File: src/rtl/regbank_arbiter_if.sv
// Request/response port bundle for one requester of the shared register bank.
// Requester drives the request fields and resp_rdy; the bank drives the rest.
// All handshakes are val/rdy; a transfer happens when both are high at an edge.
interface regbank_arbiter_if #(
  parameter int unsigned NBITS = 8,
  parameter int unsigned AW    = 2
);
  logic             req_val;
  logic             req_rdy;
  logic             req_wen;
  logic [AW-1:0]    req_addr;
  logic [NBITS-1:0] req_wdata;
  logic             resp_val;
  logic             resp_rdy;
  logic [NBITS-1:0] resp_rdata;

  // Requester side
  modport master (
    output req_val, req_wen, req_addr, req_wdata, resp_rdy,
    input  req_rdy, resp_val, resp_rdata
  );

  // Bank/arbiter side
  modport slave (
    input  req_val, req_wen, req_addr, req_wdata, resp_rdy,
    output req_rdy, resp_val, resp_rdata
  );
endinterface

File: src/rtl/regbank_arbiter.sv
// Two-port round-robin arbiter in front of a small flip-flop register bank.
// Latency: 1 cycle from request fire to registered response valid.
// Backpressure: a port whose response is stalled gets no grant; the other port is unaffected.
module regbank_arbiter #(
  parameter int unsigned NBITS = 8,
  parameter int unsigned NREGS = 4,
  parameter int unsigned AW    = 2
) (
  input  logic                 clk,
  input  logic                 reset_n,
  regbank_arbiter_if.slave     p0,
  regbank_arbiter_if.slave     p1
);

  // Per-port views of the two interfaces, indexed by port number
  logic [1:0]       req_val;
  logic [1:0]       req_wen;
  logic [1:0]       resp_rdy;
  logic [AW-1:0]    req_addr  [2];
  logic [NBITS-1:0] req_wdata [2];

  // Arbitration terms
  logic [1:0]       free;
  logic [1:0]       elig;
  logic [1:0]       rdy;
  logic [1:0]       fire;

  // The single access selected this cycle
  logic             acc_go;
  logic             acc_port;
  logic             acc_wen;
  logic [AW-1:0]    acc_addr;
  logic [NBITS-1:0] acc_wdata;
  logic [NBITS-1:0] acc_rdata;

  // State
  logic [NBITS-1:0] bank_q       [NREGS];
  logic [1:0]       resp_val_q;
  logic [NBITS-1:0] resp_rdata_q [2];
  logic             ptr_q;

  assign req_val      = {p1.req_val,  p0.req_val};
  assign req_wen      = {p1.req_wen,  p0.req_wen};
  assign resp_rdy     = {p1.resp_rdy, p0.resp_rdy};
  assign req_addr[0]  = p0.req_addr;
  assign req_addr[1]  = p1.req_addr;
  assign req_wdata[0] = p0.req_wdata;
  assign req_wdata[1] = p1.req_wdata;

  assign p0.req_rdy    = rdy[0];
  assign p1.req_rdy    = rdy[1];
  assign p0.resp_val   = resp_val_q[0];
  assign p1.resp_val   = resp_val_q[1];
  assign p0.resp_rdata = resp_rdata_q[0];
  assign p1.resp_rdata = resp_rdata_q[1];

  // Grant: a port is ready when its response slot frees up and it either has
  // no competitor or holds priority. rdy never looks at the port's own val, so
  // at most one port can fire per cycle.
  always_comb begin
    free = '0;
    elig = '0;
    rdy  = '0;
    for (int n = 0; n < 2; n++) begin
      free[n] = !resp_val_q[n] || resp_rdy[n];
      elig[n] = req_val[n] && free[n];
    end
    rdy[0] = reset_n && free[0] && (!elig[1] || (ptr_q == 1'b0));
    rdy[1] = reset_n && free[1] && (!elig[0] || (ptr_q == 1'b1));
    fire   = req_val & rdy;
  end

  // Mux the winning port's request onto the shared bank access path
  always_comb begin
    acc_go    = |fire;
    acc_port  = fire[1];
    acc_wen   = req_wen[acc_port];
    acc_addr  = req_addr[acc_port];
    acc_wdata = req_wdata[acc_port];
    acc_rdata = bank_q[acc_addr];
  end

  // Register bank: cleared on reset, written by the granted write access
  always_ff @(posedge clk) begin
    if (!reset_n) begin
      for (int i = 0; i < NREGS; i++) begin
        bank_q[i] <= '0;
      end
    end else if (acc_go && acc_wen) begin
      bank_q[acc_addr] <= acc_wdata;
    end
  end

  // Response registers: load on fire (write echoes data, read returns the
  // pre-edge bank value), otherwise drain when the consumer accepts
  always_ff @(posedge clk) begin
    if (!reset_n) begin
      resp_val_q      <= '0;
      resp_rdata_q[0] <= '0;
      resp_rdata_q[1] <= '0;
    end else begin
      for (int n = 0; n < 2; n++) begin
        if (fire[n]) begin
          resp_val_q[n]   <= 1'b1;
          resp_rdata_q[n] <= acc_wen ? acc_wdata : acc_rdata;
        end else if (resp_rdy[n]) begin
          resp_val_q[n]   <= 1'b0;
        end
      end
    end
  end

  // Priority pointer: moves to the losing port only when both were eligible
  always_ff @(posedge clk) begin
    if (!reset_n) begin
      ptr_q <= 1'b0;
    end else if (&elig) begin
      ptr_q <= ~ptr_q;
    end
  end

endmodule

File: src/flat_wrapper.sv
// flat-port wrapper written by rule: the top's interface ports become plain ports
module regbank_arbiter_flat 
#(
  parameter int unsigned NBITS = 8,
  parameter int unsigned NREGS = 4,
  parameter int unsigned AW    = 2
)
  (clk, reset_n, p0_req_val, p0_req_wen, p0_req_addr, p0_req_wdata, p0_resp_rdy, p0_req_rdy, p0_resp_val, p0_resp_rdata, p1_req_val, p1_req_wen, p1_req_addr, p1_req_wdata, p1_resp_rdy, p1_req_rdy, p1_resp_val, p1_resp_rdata);
  regbank_arbiter_if #(.NBITS(NBITS), .AW(AW)) p0_i ();
  regbank_arbiter_if #(.NBITS(NBITS), .AW(AW)) p1_i ();
  input  logic clk;
  input  logic reset_n;
  input wire logic [$bits(p0_i.req_val)-1:0] p0_req_val;
  input wire logic [$bits(p0_i.req_wen)-1:0] p0_req_wen;
  input wire logic [$bits(p0_i.req_addr)-1:0] p0_req_addr;
  input wire logic [$bits(p0_i.req_wdata)-1:0] p0_req_wdata;
  input wire logic [$bits(p0_i.resp_rdy)-1:0] p0_resp_rdy;
  output wire logic [$bits(p0_i.req_rdy)-1:0] p0_req_rdy;
  output wire logic [$bits(p0_i.resp_val)-1:0] p0_resp_val;
  output wire logic [$bits(p0_i.resp_rdata)-1:0] p0_resp_rdata;
  input wire logic [$bits(p1_i.req_val)-1:0] p1_req_val;
  input wire logic [$bits(p1_i.req_wen)-1:0] p1_req_wen;
  input wire logic [$bits(p1_i.req_addr)-1:0] p1_req_addr;
  input wire logic [$bits(p1_i.req_wdata)-1:0] p1_req_wdata;
  input wire logic [$bits(p1_i.resp_rdy)-1:0] p1_resp_rdy;
  output wire logic [$bits(p1_i.req_rdy)-1:0] p1_req_rdy;
  output wire logic [$bits(p1_i.resp_val)-1:0] p1_resp_val;
  output wire logic [$bits(p1_i.resp_rdata)-1:0] p1_resp_rdata;
  assign p0_i.req_val = p0_req_val;
  assign p0_i.req_wen = p0_req_wen;
  assign p0_i.req_addr = p0_req_addr;
  assign p0_i.req_wdata = p0_req_wdata;
  assign p0_i.resp_rdy = p0_resp_rdy;
  assign p0_req_rdy = p0_i.req_rdy;
  assign p0_resp_val = p0_i.resp_val;
  assign p0_resp_rdata = p0_i.resp_rdata;
  assign p1_i.req_val = p1_req_val;
  assign p1_i.req_wen = p1_req_wen;
  assign p1_i.req_addr = p1_req_addr;
  assign p1_i.req_wdata = p1_req_wdata;
  assign p1_i.resp_rdy = p1_resp_rdy;
  assign p1_req_rdy = p1_i.req_rdy;
  assign p1_resp_val = p1_i.resp_val;
  assign p1_resp_rdata = p1_i.resp_rdata;
  regbank_arbiter #(.NBITS(NBITS), .NREGS(NREGS), .AW(AW)) u_core (.clk(clk), .reset_n(reset_n), .p0(p0_i), .p1(p1_i));
endmodule
File: config.mk
export PLATFORM = sky130hd
export DESIGN_NAME = regbank_arbiter_flat
export DESIGN_NICKNAME = d
export VERILOG_FILES = /design/src/rtl/regbank_arbiter_if.sv /design/src/rtl/regbank_arbiter.sv /design/src/flat_wrapper.sv
export SDC_FILE = /design/constraint.sdc
export NUM_CORES = 1
export LEC_CHECK = 0
export ABC_CLOCK_PERIOD_IN_PS = 2700
export BUFFER_PORTS_ARGS = -buffer_cell sky130_fd_sc_hd__buf_2
export CAP_MARGIN = 5
export CORE_ASPECT_RATIO = 0.75
export CORE_MARGIN = 1
export CORE_UTILIZATION = 50
export CTS_CLUSTER_DIAMETER = 60
export DETAILED_ROUTE_END_ITERATION = 8
export PLACE_DENSITY = 0.81
export SYNTH_ARGS = -nofsm -noshare
export SYNTH_HDL_FRONTEND = slang
export SYNTH_SLANG_ARGS = --single-unit
export TNS_END_PERCENT = 50
File: constraint.sdc
create_clock -name clk -period 2.7 [get_ports clk]
set_input_delay 0.54 -clock clk [delete_from_list [all_inputs] [get_ports clk]]
set_output_delay 0.54 -clock clk [all_outputs]
set_load 0.01 [all_outputs]
==> Yosys cells after proc, flatten, opt, wreduce, memory -nomap -nowiden <==
Memories as Yosys holds them, arrays and structs flattened.
Cells that the tools add are included.
Widths: inputs -> output; s select.
{ "classes": {"eq_ne": 0, "n_mux": 28, "n_div": 0, "n_bitwise": 5, "n_lt_le_gt_ge": 2, "addsub": 0, "n_mul": 0, "shifts": 0, "reduce_logical": 20} }
{ "ops": {"columns": ["operator", "n"], "rows": [
  ["$mux 8", 7],
  ["$mux 1", 17],
  ["$mux 2", 4],
  ["$reduce_or 8->1", 1],
  ["$logic_and 1x1->1", 7],
  ["$logic_not 1->1", 4],
  ["$logic_or 1x1->1", 4],
  ["$reduce_bool 2->1", 2],
  ["$and 2x2->2", 1],
  ["$ge 2x2->1 const B", 1],
  ["$lt 1x2->1 const B", 1],
  ["$not 1->2", 1],
  ["$or 1x1->1", 2],
  ["$reduce_and 2->1", 1],
  ["$reduce_or 2->1", 1],
  ["$not 1->1", 1]
]} }
{ "totals": {"romBits": 0, "ff_bits": 3, "n_memories": 2, "latchBits": 0, "mem_bits_rw": 48, "elab_cells": 60, "out_inout_bits": 20, "in_bits": 28} }
{ "mem_list": {"columns": ["memory", "depth", "word_bits", "read_ports", "rd_ports_with_merged_regs", "write_ports", "line", "text"], "rows": [
  ["u_core.bank_q", 4, 8, 1, 0, 4, "regbank_arbiter.sv:37", "logic [NBITS-1:0] bank_q [NREGS];"],
  ["u_core.resp_rdata_q", 2, 8, 2, 0, 2, "regbank_arbiter.sv:39", "logic [NBITS-1:0] resp_rdata_q [2];"]
]} }

==> Logic depth before layout (Yosys ltp) <==
Gate-level depths: netlist of run 1.
{ "depth": {"word_depth": 15, "ltp_mapped": 8, "ltp_nobuf": 6} }

==> Least setup slack after synthesis of run 1 <==
OpenSTA, ideal clock, no wires.
{ "synth_path": {"path_type": "in2reg", "startpoint": "in p1_resp_rdy", "endpoint": "mem u_core.bank_q[1][0] (enable)", "setup_ns": 0.311, "slack_ns": 0.373, "cell_stages": 7, "t_arrival_ns": 2.016, "path_buffers": 1, "t_required_ns": 2.389, "cell_sequence": "nand2b_1 and2_1 clkbuf_1 nand2_1 and3_1 o21ai_1 nand2_1"} }
{ "synth_lines": {"columns": ["element", "line", "text"], "rows": [
  ["start, declared", "flat_wrapper.sv:25", "input wire logic [$bits(p1_i.resp_rdy)-1:0] p1_resp_rdy;"],
  ["end, declared", "regbank_arbiter.sv:37", null]
]} }

==> out/qor.txt, run 1 <==
Status: finished clean
Peak VDD IR: 299 uV
CP Cell Sequence: nor2b_1 > o31ai_2 > nor2_1 > mux2_4 > mux4_2 > o2bb2ai_1
Crit path max-delay family: multiplexers
Worst setup margin: 442 ps
Die Area: 4920 um2
Netlist cell types: 32
Worst Skew: 11.4 ps
FMAX: 443 MHz
Routed WL: 4630 um
DIE HEIGHT: 61.0 um
Multi-input combinational cell area: 782 um2
Gr usage total: 21.2%
CTS tree: built
Time the worst path needs with I/O delays and setup: 2260 ps
Vias: 1,599
Xor-xnor portion of the synthesized cell area: 0.377%
Synth Area in Compound Gates: 7.81%
Comb pwr share: 13.5%
Clk buf depth: 2
Seq/Total Area, Yosys: 64.7%
Slowest cell on the critical path: mux4_2
Most frequent cells after synthesis: edfxtp_1 (48), nor2_1 (33), nand2_1 (18), mux2i_1 (10)
Port bufs: 47
Vias per std cell: 5.55
CTS Sinks: 51
Synth area leader: edfxtp_1
Pint: 1.30 mW
Mapped Cells: 175
Post-synth ARST share: 0%
Largest net degree at the start of global routing: 18
Net switching power: 414 uW
Slowest cell delay on critical path: 450 ps
Pwr/cell area: 622 nW/um2
Leakage: 1.13 nW
Crit-path max FO: 8
Drt first-iter violations: 165
# DRC: 0
Post_cts resized: 0
Core region area: 4470 um2
RSZ-0062 raised after global routing: no
Gpl congestion: 0.958
Synth Area per Inst: 13.3 um2
Dpl hpwl: 3450 um
Number of synthesized flops with an enable pin: 48
Cell with the most instances after synthesis: edfxtp_1
Pre-CTS setup slack: 191 ps
TritonCTS buffer count: 5
Final net count: 258
Top_reg_cell synth: edfxtp_1
Worst-margin pin slew: 590 ps
Rows: 21
Slew margin rel.: 60.4%
Synthesized area: 2320 um2
Routed wire per std cell: 16.1 um
Required time worst endpoint: 2740 ps
Share of the synthesized area in the top cell type: 62.1%
Initial Utilization: 52.0%
Crit end category: register
Post-synthesis simple-gate area fraction: 13.7%
Synthesized-area fraction occupied by adder cells: 0%
CTS H-tree lvls: 2
Crit path kind: register to register
Ratio of final minimum period to clock period: 83.6%
Sequential fraction of design power: 55.0%
Yosys warnings: 0
Vias in the first global route: 1,415
Antenna violations before repair: 0
Hold Vio Cnt, Final: 0
First-pass GRT wire length: 7280 um
Mux cell area share after synthesis: 11.7%
Final setup viols: 0
# Max-Cap Violations: 0
Final ANT Viol Nets: 0
Area contributors post-synth: edfxtp_1 (62%), mux4_2 (6.8%), nor2_1 (5.3%)
Sw Ratio: 24.1%
CP startpoint kind: register
Critical path buffers and inverters: 0
Grt ovf: 0
Slew Limit Fails: 0
Reg clk slew, reported paths: 90 ps
Worst min path class: input pin to register
Critical Path AT: 2300 ps
Register area: 1500 um2
Drt first pass iters: 4
Die width: 80.7 um
Worst-Skew Late Latency: 320 ps
Clk network pwr share: 31.4%
Largest family of logic cells by synthesized area: simple AND/OR/NAND/NOR gates
Layout cells sized above 1: 31.2%
# Post-CTS Setup Buffers: 0
I/O Pins: 48
Post-Syn Nets: 203
Fillers: 367
FF+latch count, synth: 51
Antenna diodes: 0
CTS root buffer: clkbuf_8
CTS Hold Bufs: 0
Area Overhead vs Synth: 18.9%
Setup TNS: 0 ps
[flip-flops by register name, summed over array words and instances (netlist names)]
signal,flops
u_core.bank_q,32
u_core.resp_rdata_q,16
u_core.ptr_q,1
u_core.resp_val_q,2
[kinds of logic after synthesis]
kind of cell              Yosys count
buffers and inverters               8
AOI/OAI and AO/OA                  24
DFF                                51
muxes                              18
and+or+nand+nor                    73
xor gates and xnor gates            1
[through the flow]
stage	hold WS, ps	util, %	power [mW]	area [um2]	instances
finish	512	61.8	1.72	2760	288
global route	528	61.8	1.78	2760	288
CTS	506	61.8	1.72	2760	288
detailed placement	593	59.2	1.19	2650	280
global placement	581	59.2	1.19	2650	280
floorplan	577	-	1.10	2320	175
[power groups by stage]
| stage | sequential (mW) | clock [mW] | combinational, mW |
|---|---|---|---|
| finish | 0.944 | 0.540 | 0.232 |
| global route | 0.950 | 0.575 | 0.257 |
| CTS | 0.944 | 0.547 | 0.233 |
| detailed placement | 0.962 | 0 | 0.232 |
| global placement | 0.960 | 0 | 0.226 |
| floorplan | 0.972 | 0 | 0.130 |
[worst reg2reg max path, delay by kind of cell (launching register included)]
kind,cells,cell delay [ps]
multiplexers,2,850
AND/OR/NAND/NOR,2,490
AO/OA/AOI/OAI,2,280
flip-flops,1,370
[layer usage]
metal  GRT usage (%)  vias up  routed length (um)
met5               0        -                   0
met4            10.7        0                  75
met3            6.37        8                 506
met2            30.1       85                1920
met1            29.9      747                2120
li1                -      759                   -
[final timing paths]
path	startpoint	endpoint	slack [ps]	depth (start not counted)
worst max-delay path	u_core.resp_val_q[0]	u_core.resp_rdata_q[0][2]	440	6
worst min-delay path	p0_req_val	u_core.resp_val_q[0]	510	3
worst max register to register	u_core.resp_val_q[0]	u_core.resp_rdata_q[0][2]	440	6
worst min register to register	u_core.resp_val_q[1]	u_core.resp_val_q[1]	600	2
[layout by cell type (no fill, tap or decap), types with 2 or more instances in the layout]
cell type and n:
edfxtp_1 48, buf_2 47, nor2_1 33, nand2_1 18, mux2i_1 10, mux4_2 7
o2bb2ai_1 7, buf_4 6, nand3_1 5, clkbuf_8 5, nand2b_1 4, o21ai_1 4
nor3_1 4, and2_1 3, and3_1 3, dfxtp_1 3, nor2b_1 2, a21boi_1 2
o21ai_0 2, a21boi_0 2, inv_1 2
[area by class of cell]
| cell class | instances | area share [%] |
|---|---|---|
| timing repair buffer | 53 | 10.1 |
| clock buffer | 5 | 2.49 |
| sequential | 51 | 54.4 |
| multi-input combinational | 116 | 28.3 |
| inverter | 3 | 0.408 |
| clock inverter | 3 | 1.68 |
| tap | 57 | 2.58 |
Note: power is estimated with default switching activity, not from simulation.
==> run 2: changes to the inputs <==
--- a/config.mk
+++ b/config.mk
@@ -5,7 +5,8 @@
 export SDC_FILE = /design/constraint.sdc
 export NUM_CORES = 1
 export LEC_CHECK = 0
-export ABC_CLOCK_PERIOD_IN_PS = 2700
+export ABC_AREA = 1
+export ABC_CLOCK_PERIOD_IN_PS = 2200
 export BUFFER_PORTS_ARGS = -buffer_cell sky130_fd_sc_hd__buf_2
 export CAP_MARGIN = 5
 export CORE_ASPECT_RATIO = 0.75
@@ -13,7 +14,7 @@
 export CORE_UTILIZATION = 50
 export CTS_CLUSTER_DIAMETER = 60
 export DETAILED_ROUTE_END_ITERATION = 8
-export PLACE_DENSITY = 0.81
+export PLACE_DENSITY = 0.8
 export SYNTH_ARGS = -nofsm -noshare
 export SYNTH_HDL_FRONTEND = slang
 export SYNTH_SLANG_ARGS = --single-unit
==> constraint.sdc (replaced) <==
create_clock -name clk -period 2.2 [get_ports clk]
set_input_delay 0.44 -clock clk [delete_from_list [all_inputs] [get_ports clk]]
set_output_delay 0.44 -clock clk [all_outputs]
set_load 0.01 [all_outputs]
==> out/qor.txt, run 2 <==
Cell with the most instances after synthesis: nand2_1 (was edfxtp_1)
R2R depth: 8 (was 6)
Antenna diodes: 0 (unchanged)
RR Startpoint: u_core.resp_val_q[0] (unchanged)
Crit-path max FO: 10 (was 8)
Routed WL: 5090 um (was 4630 um)
CTS Sinks: 51 (unchanged)
Ratio of final minimum period to clock period: 87.4% (was 83.6%)
CTS Hold Bufs: 0 (unchanged)
Slowest cell on the critical path: dfxtp_1 (was mux4_2)
Critical hold path startpoint: reset_n (was p0_req_val)
Final net count: 327 (was 258)
Initial Utilization: 53.6% (was 52.0%)
Reg clk slew, reported paths: 80 ps (was 90 ps)
FF-to-FF End: u_core.bank_q[3][5] (was u_core.resp_rdata_q[0][2])
Crit path max-delay family: simple AND/OR/NAND/NOR gates (was multiplexers)
Critical Path AT: 1890 ps (was 2300 ps)
Most frequent CP cell: nand2_1
Peak VDD IR: 340 uV (was 299 uV)
FMAX: 520 MHz (was 443 MHz)
Leakage: 1.33 nW (was 1.13 nW)
Crit end category: register (unchanged)
Area Overhead vs Synth: 17.3% (was 18.9%)
Area contributors post-synth: edfxtp_1 (59%), nand3_1 (10%), nand2_1 (8.7%) (was edfxtp_1 (62%), mux4_2 (6.8%), nor2_1 (5.3%))
Core region area: 4570 um2 (was 4470 um2)
Share of the synthesized area in the top cell type: 58.8% (was 62.1%)
Vias: 1,908 (was 1,599)
Flop-to-flop setup slack: 280 ps (was 440 ps)
Biggest register: u_core.bank_q (unchanged)
I/O Pins: 48 (unchanged)
Slew Limit Fails: 0 (unchanged)
CP Launch Point: u_core.resp_val_q[0] (unchanged)
RSZ-0062 raised after global routing: no (unchanged)
Vias in the first global route: 1,787 (was 1,415)
Worst-margin pin slew: 482 ps (was 590 ps)
Fin area: 2870 um2 (was 2760 um2)
Most frequent cells after synthesis: nand2_1 (57), nand3_1 (49), edfxtp_1 (48), nor2_1 (25), inv_1 (22) (was edfxtp_1 (48), nor2_1 (33), nand2_1 (18), mux2i_1 (10))
Synth area leader: edfxtp_1 (unchanged)
Commonest non-fill, non-tap cell in the layout: nand2_1 (was edfxtp_1)
Synth Area per Inst: 10.2 um2 (was 13.3 um2)
Gr usage total: 21.3% (was 21.2%)
Vias per std cell: 5.36 (was 5.55)
CTS tree: built (unchanged)
Netlist cell types: 24 (was 32)
Die Area: 5190 um2 (was 4920 um2)
Final setup viols: 0 (unchanged)
Worst setup margin: 278 ps (was 442 ps)
Commonest cells after routing, fill and taps aside: nand2_1 (57), nand3_1 (49), edfxtp_1 (48) (was edfxtp_1 (48), buf_2 (47), nor2_1 (33))
Worst min path class: input pin to register (unchanged)
Timing endpoint of the critical path: u_core.bank_q[3][5] (was u_core.resp_rdata_q[0][2])
Power Total: 1.99 mW (was 1.72 mW)
Gpl congestion: 0.872 (was 0.958)
Hold Vio Cnt, Final: 0 (unchanged)
Post-Syn Nets: 269 (was 203)
Number of synthesized flops with an enable pin: 48 (unchanged)
Crit path kind: register to register (unchanged)
Grt ovf: 0 (unchanged)
Final ANT Viol Nets: 0 (unchanged)
Drt first-iter violations: 170 (was 165)
Synthesized area: 2450 um2 (was 2320 um2)
CP Depth: 8 (was 6)
Regs by FF count: u_core.bank_q (32), u_core.resp_rdata_q (16), u_core.resp_val_q (2) (unchanged)
Rows: 21 (unchanged)
Yosys warnings: 0 (unchanged)
Slowest cell delay on critical path: 360 ps (was 450 ps)
Status: finished clean (unchanged)
Port bufs: 47 (unchanged)
Largest net degree at the start of global routing: 19 (was 18)
Critical path buffers and inverters: 1 (was 0)
Time the worst path needs with I/O delays and setup: 1920 ps (was 2260 ps)
Clk buf depth: 2 (unchanged)
# Max-Cap Violations: 0 (unchanged)
Required time worst endpoint: 2160 ps (was 2740 ps)
Die width: 82.8 um (was 80.7 um)
FF+latch count, synth: 51 (unchanged)
CTS root buffer: clkbuf_8 (unchanged)
Dpl cell area: 2800 um2 (was 2650 um2)
First-pass GRT wire length: 8510 um (was 7280 um)
Routed wire per std cell: 14.3 um (was 16.1 um)
CTS H-tree lvls: 2 (unchanged)
TritonCTS buffer count: 5 (unchanged)
CP Cell Sequence: nand2_1 > nand3_1 > nand3_4 > nand2_1 > inv_2 > nor2_4 > nand3_1 > nand2_1 (was nor2b_1 > o31ai_2 > nor2_1 > mux2_4 > mux4_2 > o2bb2ai_1)
Slew margin rel.: 67.8% (was 60.4%)
Dpl hpwl: 3670 um (was 3450 um)
Final core utilization: 62.8% (was 61.8%)
Post_cts resized: 0 (unchanged)
Antenna violations before repair: 0 (unchanged)
# DRC: 0 (unchanged)
Mapped Cells: 241 (was 175)
Post-synth ARST share: 0% (unchanged)
Top_reg_cell synth: edfxtp_1 (unchanged)
Layout cells sized above 1: 28.8% (was 31.2%)
Seq/Total Area, Yosys: 61.3% (was 64.7%)
DIE HEIGHT: 62.6 um (was 61.0 um)
Pre-CTS setup slack: 44.5 ps (was 191 ps)
Worst-Skew Late Latency: 300 ps (was 320 ps)
Worst Skew: 7.71 ps (was 11.4 ps)
Drt first pass iters: 5 (was 4)
Setup TNS: 0 ps (unchanged)
CP startpoint kind: register (unchanged)
Pwr/cell area: 694 nW/um2 (was 622 nW/um2)
# Post-CTS Setup Buffers: 0 (unchanged)
Largest register FFs: 32 (unchanged)
## run 2: cell types whose count changed after synthesis, sizes merged, moves of 7 or more
cell,previous run,this run
inv,3,24
nand3,5,51
o2bb2ai,7,0
nand2,18,66
mux4,7,0
mux2i,10,0
## run 2: how the worst min path moves through the flow
stage | to | slack (ps) | depth (start not counted)
after floorplan | u_core.ptr_q | 460 | 2
after detailed placement | u_core.ptr_q | 490 | 2
after CTS | u_core.resp_val_q[1] | 420 | 3
after global placement | u_core.ptr_q | 480 | 2
after global routing | u_core.resp_val_q[1] | 440 | 3
final | u_core.resp_val_q[1] | 430 | 3
## run 2: logic make-up (layout without fill, tap and decap cells)
logic type / after synthesis / count (layout) / synth area share [%]
AO/OA/AOI/OAI: 9 / 9 / 2.71
buffers and inverters: 32 / 90 / 6.13
flip-flops: 51 / 51 / 61.3
AND/OR/NAND/NOR: 149 / 149 / 29.9
## run 2: worst reg2reg max path: stages, from the launching register on
cell	delay (ps)
dfxtp_1	360
nand2_1	90
nand3_1	170
nand3_4	170
nand2_1	120
inv_2	60
nor2_4	210
nand3_1	100
nand2_1	310
## run 2: power by group
part / internal (mW) / leakage, nW / switching (mW) / total (mW)
sequential: 1.14 / 0.527 / 0.0198 / 1.16
combinational: 0.115 / 0.758 / 0.213 / 0.328
clock: 0.212 / 0.0414 / 0.294 / 0.506
total: 1.47 / 1.33 / 0.526 / 1.99
## run 2: layout make-up
cell class,count,area [um2]
Clock buffer,5,68.8
Clock inverter,2,8.76
Fill cell,404,1700
Inverter,25,93.8
Multi-Input combinational cell,158,798
Sequential cell,51,1500
Tap cell,57,71.3
Timing Repair Buffer,58,330
## run 2: metrics by stage
step / std cells / hold slack [ps]
6_report: 356 / 427
5_1_grt: 356 / 443
4_1_cts: 356 / 421
3_5_place_dp: 349 / 492
3_3_place_gp: 349 / 478
2_1_floorplan: 241 / 459
## run 2: layer usage
layer | vias to the layer above | GRT usage (%) | part of all wire [%]
li1 | 930 | - | -
met1 | 853 | 30.4 | 46
met2 | 114 | 32.2 | 44
met3 | 11 | 3.70 | 8.9
met4 | 0 | 9.27 | 1.6
met5 | - | 0 | 0
==> run 3: changes to the inputs <==
--- a/config.mk
+++ b/config.mk
@@ -6,15 +6,15 @@
 export NUM_CORES = 1
 export LEC_CHECK = 0
 export ABC_AREA = 1
-export ABC_CLOCK_PERIOD_IN_PS = 2200
+export ABC_CLOCK_PERIOD_IN_PS = 1700
 export BUFFER_PORTS_ARGS = -buffer_cell sky130_fd_sc_hd__buf_2
 export CAP_MARGIN = 5
 export CORE_ASPECT_RATIO = 0.75
 export CORE_MARGIN = 1
-export CORE_UTILIZATION = 50
+export CORE_UTILIZATION = 49
 export CTS_CLUSTER_DIAMETER = 60
 export DETAILED_ROUTE_END_ITERATION = 8
-export PLACE_DENSITY = 0.8
+export PLACE_DENSITY = 0.82
 export SYNTH_ARGS = -nofsm -noshare
 export SYNTH_HDL_FRONTEND = slang
 export SYNTH_SLANG_ARGS = --single-unit
==> constraint.sdc (replaced) <==
create_clock -name clk -period 1.7 [get_ports clk]
set_input_delay 0.34 -clock clk [delete_from_list [all_inputs] [get_ports clk]]
set_output_delay 0.34 -clock clk [all_outputs]
set_load 0.01 [all_outputs]
==> out/qor.txt, run 3 (synthesized netlist as in run 2, its figures left out) <==
Critical path buffers and inverters: 2 (was 1)
Worst-Skew Late Latency: 300 ps (about the same)
Required time worst endpoint: 1760 ps (was 2160 ps)
Pint: 2.01 mW (was 1.47 mW)
CTS Sinks: 51 (unchanged)
Leakage: 1.51 nW (was 1.33 nW)
Routed WL: 6050 um (was 5090 um)
Commonest non-fill, non-tap cell in the layout: edfxtp_1 (was nand2_1)
Clk buf depth: 2 (unchanged)
Antenna diodes: 0 (unchanged)
Biggest register: u_core.bank_q (unchanged)
Final cell count without fillers: 378 (was 356)
Pwr/cell area: 805 nW/um2 (was 694 nW/um2)
Final core utilization: 75.4% (was 62.8%)
Rows: 21 (unchanged)
Sw Ratio: 28.4% (was 26.4%)
CTS tree: built (unchanged)
DIE HEIGHT: 63.2 um (was 62.6 um)
Worst min path class: input pin to register (unchanged)
Register area: 1510 um2 (was 1500 um2)
Slew Limit Fails: 0 (unchanged)
CTS H-tree lvls: 2 (unchanged)
Worst Skew: 4.59 ps (was 7.71 ps)
Initial Utilization: 53.0% (was 53.6%)
Multi-input combinational cell area: 1160 um2 (was 798 um2)
Power Total: 2.80 mW (was 1.99 mW)
Vias per std cell: 5.44 (was 5.36)
Core region area: 4620 um2 (was 4570 um2)
CP startpoint kind: register (unchanged)
Worst-margin pin slew: 438 ps (was 482 ps)
Grt ovf: 0 (unchanged)
Final net count: 349 (was 327)
Hold Vio Cnt, Final: 0 (unchanged)
Vias: 2,057 (was 1,908)
# DRC: 0 (unchanged)
Slew margin rel.: 70.8% (was 67.8%)
Sequential fraction of design power: 53.5% (was 58.2%)
First-pass GRT wire length: 9120 um (was 8510 um)
Gpl congestion: 0.843 (was 0.872)
Area Overhead vs Synth: 42.2% (was 17.3%)
CP Cell Sequence: a21oi_4 > nand3_4 > buf_6 > o21ai_4 > buf_6 > nand3_2 > nand3_2 > nand2_2 (was nand2_1 > nand3_1 > nand3_4 > nand2_1 > inv_2 > nor2_4 > nand3_1 > nand2_1)
Largest register FFs: 32 (unchanged)
Crit path kind: register to register (unchanged)
Setup TNS: -837 ps (was 0 ps)
Drt first-iter violations: 129 (was 170)
Gr usage total: 22.8% (was 21.3%)
Peak VDD IR: 539 uV (was 340 uV)
Die width: 83.6 um (was 82.8 um)
I/O Pins: 48 (unchanged)
Largest net degree at the start of global routing: 16 (was 19)
Ratio of final minimum period to clock period: 103% (was 87.4%)
Crit-path max FO: 8 (was 10)
CTS root buffer: clkbuf_8 (unchanged)
# Max-Cap Violations: 0 (unchanged)
Commonest cells after routing, fill and taps aside: edfxtp_1 (48), buf_2 (47), nand2_1 (41) (was nand2_1 (57), nand3_1 (49), edfxtp_1 (48))
Vias in the first global route: 1,895 (was 1,787)
Comb pwr share: 22.8% (was 16.4%)
Clk network pwr share: 23.7% (was 25.4%)
Reg clk slew, reported paths: 90 ps (was 80 ps)
Status: finished with violations (was finished clean)
Slowest cell on the critical path: dfxtp_4 (was dfxtp_1)
Failing checks: setup timing
Die Area: 5290 um2 (was 5190 um2)
Antenna violations before repair: 0 (unchanged)
Pre-CTS setup slack: -242 ps (was 44.5 ps)
RSZ-0062 raised after global routing: yes (was no)
TritonCTS buffer count: 5 (unchanged)
Port bufs: 47 (unchanged)
Crit path max-delay family: simple AND/OR/NAND/NOR gates (unchanged)
Net switching power: 797 uW (was 526 uW)
Critical Path AT: 1810 ps (was 1890 ps)
Regs by FF count: u_core.bank_q (32), u_core.resp_rdata_q (16), u_core.resp_val_q (2) (unchanged)
Drt first pass iters: 5 (unchanged)
Time the worst path needs with I/O delays and setup: 1750 ps (was 1920 ps)
Layout cells sized above 1: 50.5% (was 28.8%)
Crit end category: register (unchanged)
Slowest cell delay on critical path: 360 ps (about the same)
Final ANT Viol Nets: 0 (unchanged)
Worst setup margin: -49.1 ps (was 278 ps)
Routed wire per std cell: 16.0 um (was 14.3 um)
Number of instances in the placed design: 365 (was 349)
Dpl hpwl: 3860 um (was 3670 um)
Fillers: 302 (was 404)
FMAX: 572 MHz (was 520 MHz)
Final setup viols: 32 (was 0)
==> run 3: changes by cell type in the layout (fill, tap and decap cells not counted), sizes merged <==
cell / delta
inv: +1
clkinv: -1
nor2: +1
buf: +21
==> run 3: final cells by class <==
class | instances | share of cell area (%)
repair buffers | 79 | 16.0
clock inverters | 2 | 0.395
inverters | 25 | 2.91
well taps | 57 | 2.05
clock buffers | 5 | 1.97
flip-flops and latches | 51 | 43.2
multi-input cells | 159 | 33.4
==> run 3: worst paths after layout <==
check	cells past startpoint	end	from	slack [ps]
setup / recovery	8	u_core.resp_rdata_q[0][15]	u_core.resp_val_q[1]	-50
hold / removal	4	u_core.resp_val_q[0]	p0_resp_rdy	340
setup reg to reg	8	u_core.resp_rdata_q[0][15]	u_core.resp_val_q[1]	-50
hold reg to reg	2	u_core.resp_val_q[0]	u_core.resp_val_q[0]	520
==> run 3: power by group through the flow <==
| stage | registers [mW] | clock network (mW) | logic [mW] |
|---|---|---|---|
| 5_1_grt | 1.51 | 0.731 | 0.688 |
| 3_3_place_gp | 1.52 | 0 | 0.468 |
| 6_report | 1.50 | 0.664 | 0.639 |
| 3_5_place_dp | 1.53 | 0 | 0.482 |
| 4_1_cts | 1.50 | 0.675 | 0.530 |
| 2_1_floorplan | 1.55 | 0 | 0.266 |
==> run 3: worst register-to-register path, delay by kind of cell, from the launching register on <==
family,cells,cell delay (ps)
AO/OA/AOI/OAI,2,340
flip-flops,1,360
buffers and inverters,2,370
AND/OR/NAND/NOR,4,440
==> run 3: layer usage <==
| metal | GRT usage, % | vias to the layer above | wire (um) |
|---|---|---|---|
| li1 | - | 979 | - |
| met1 | 29.6 | 973 | 2350 |
| met2 | 37.5 | 92 | 3140 |
| met3 | 4.98 | 13 | 404 |
| met4 | 8.69 | 0 | 150 |
| met5 | 0 | - | 0 |
==> run 3: timing repair <==
item,in CTS,in global routing
cloned,1,0
endpoints found under the setup margin,78,79
pin swaps,10,28
setup buffers,3,2
resized for setup,24,66
hold buffers,0,0
hold endpoints to repair,0,0
==> run 3: stage by stage <==
stage | hold slack [ps] | area (um2)
after CTS | 342 | 3190
after global routing | 367 | 3480
final | 344 | 3480
after global placement | 516 | 2970
after floorplan | 459 | 2520
after detailed placement | 537 | 2970
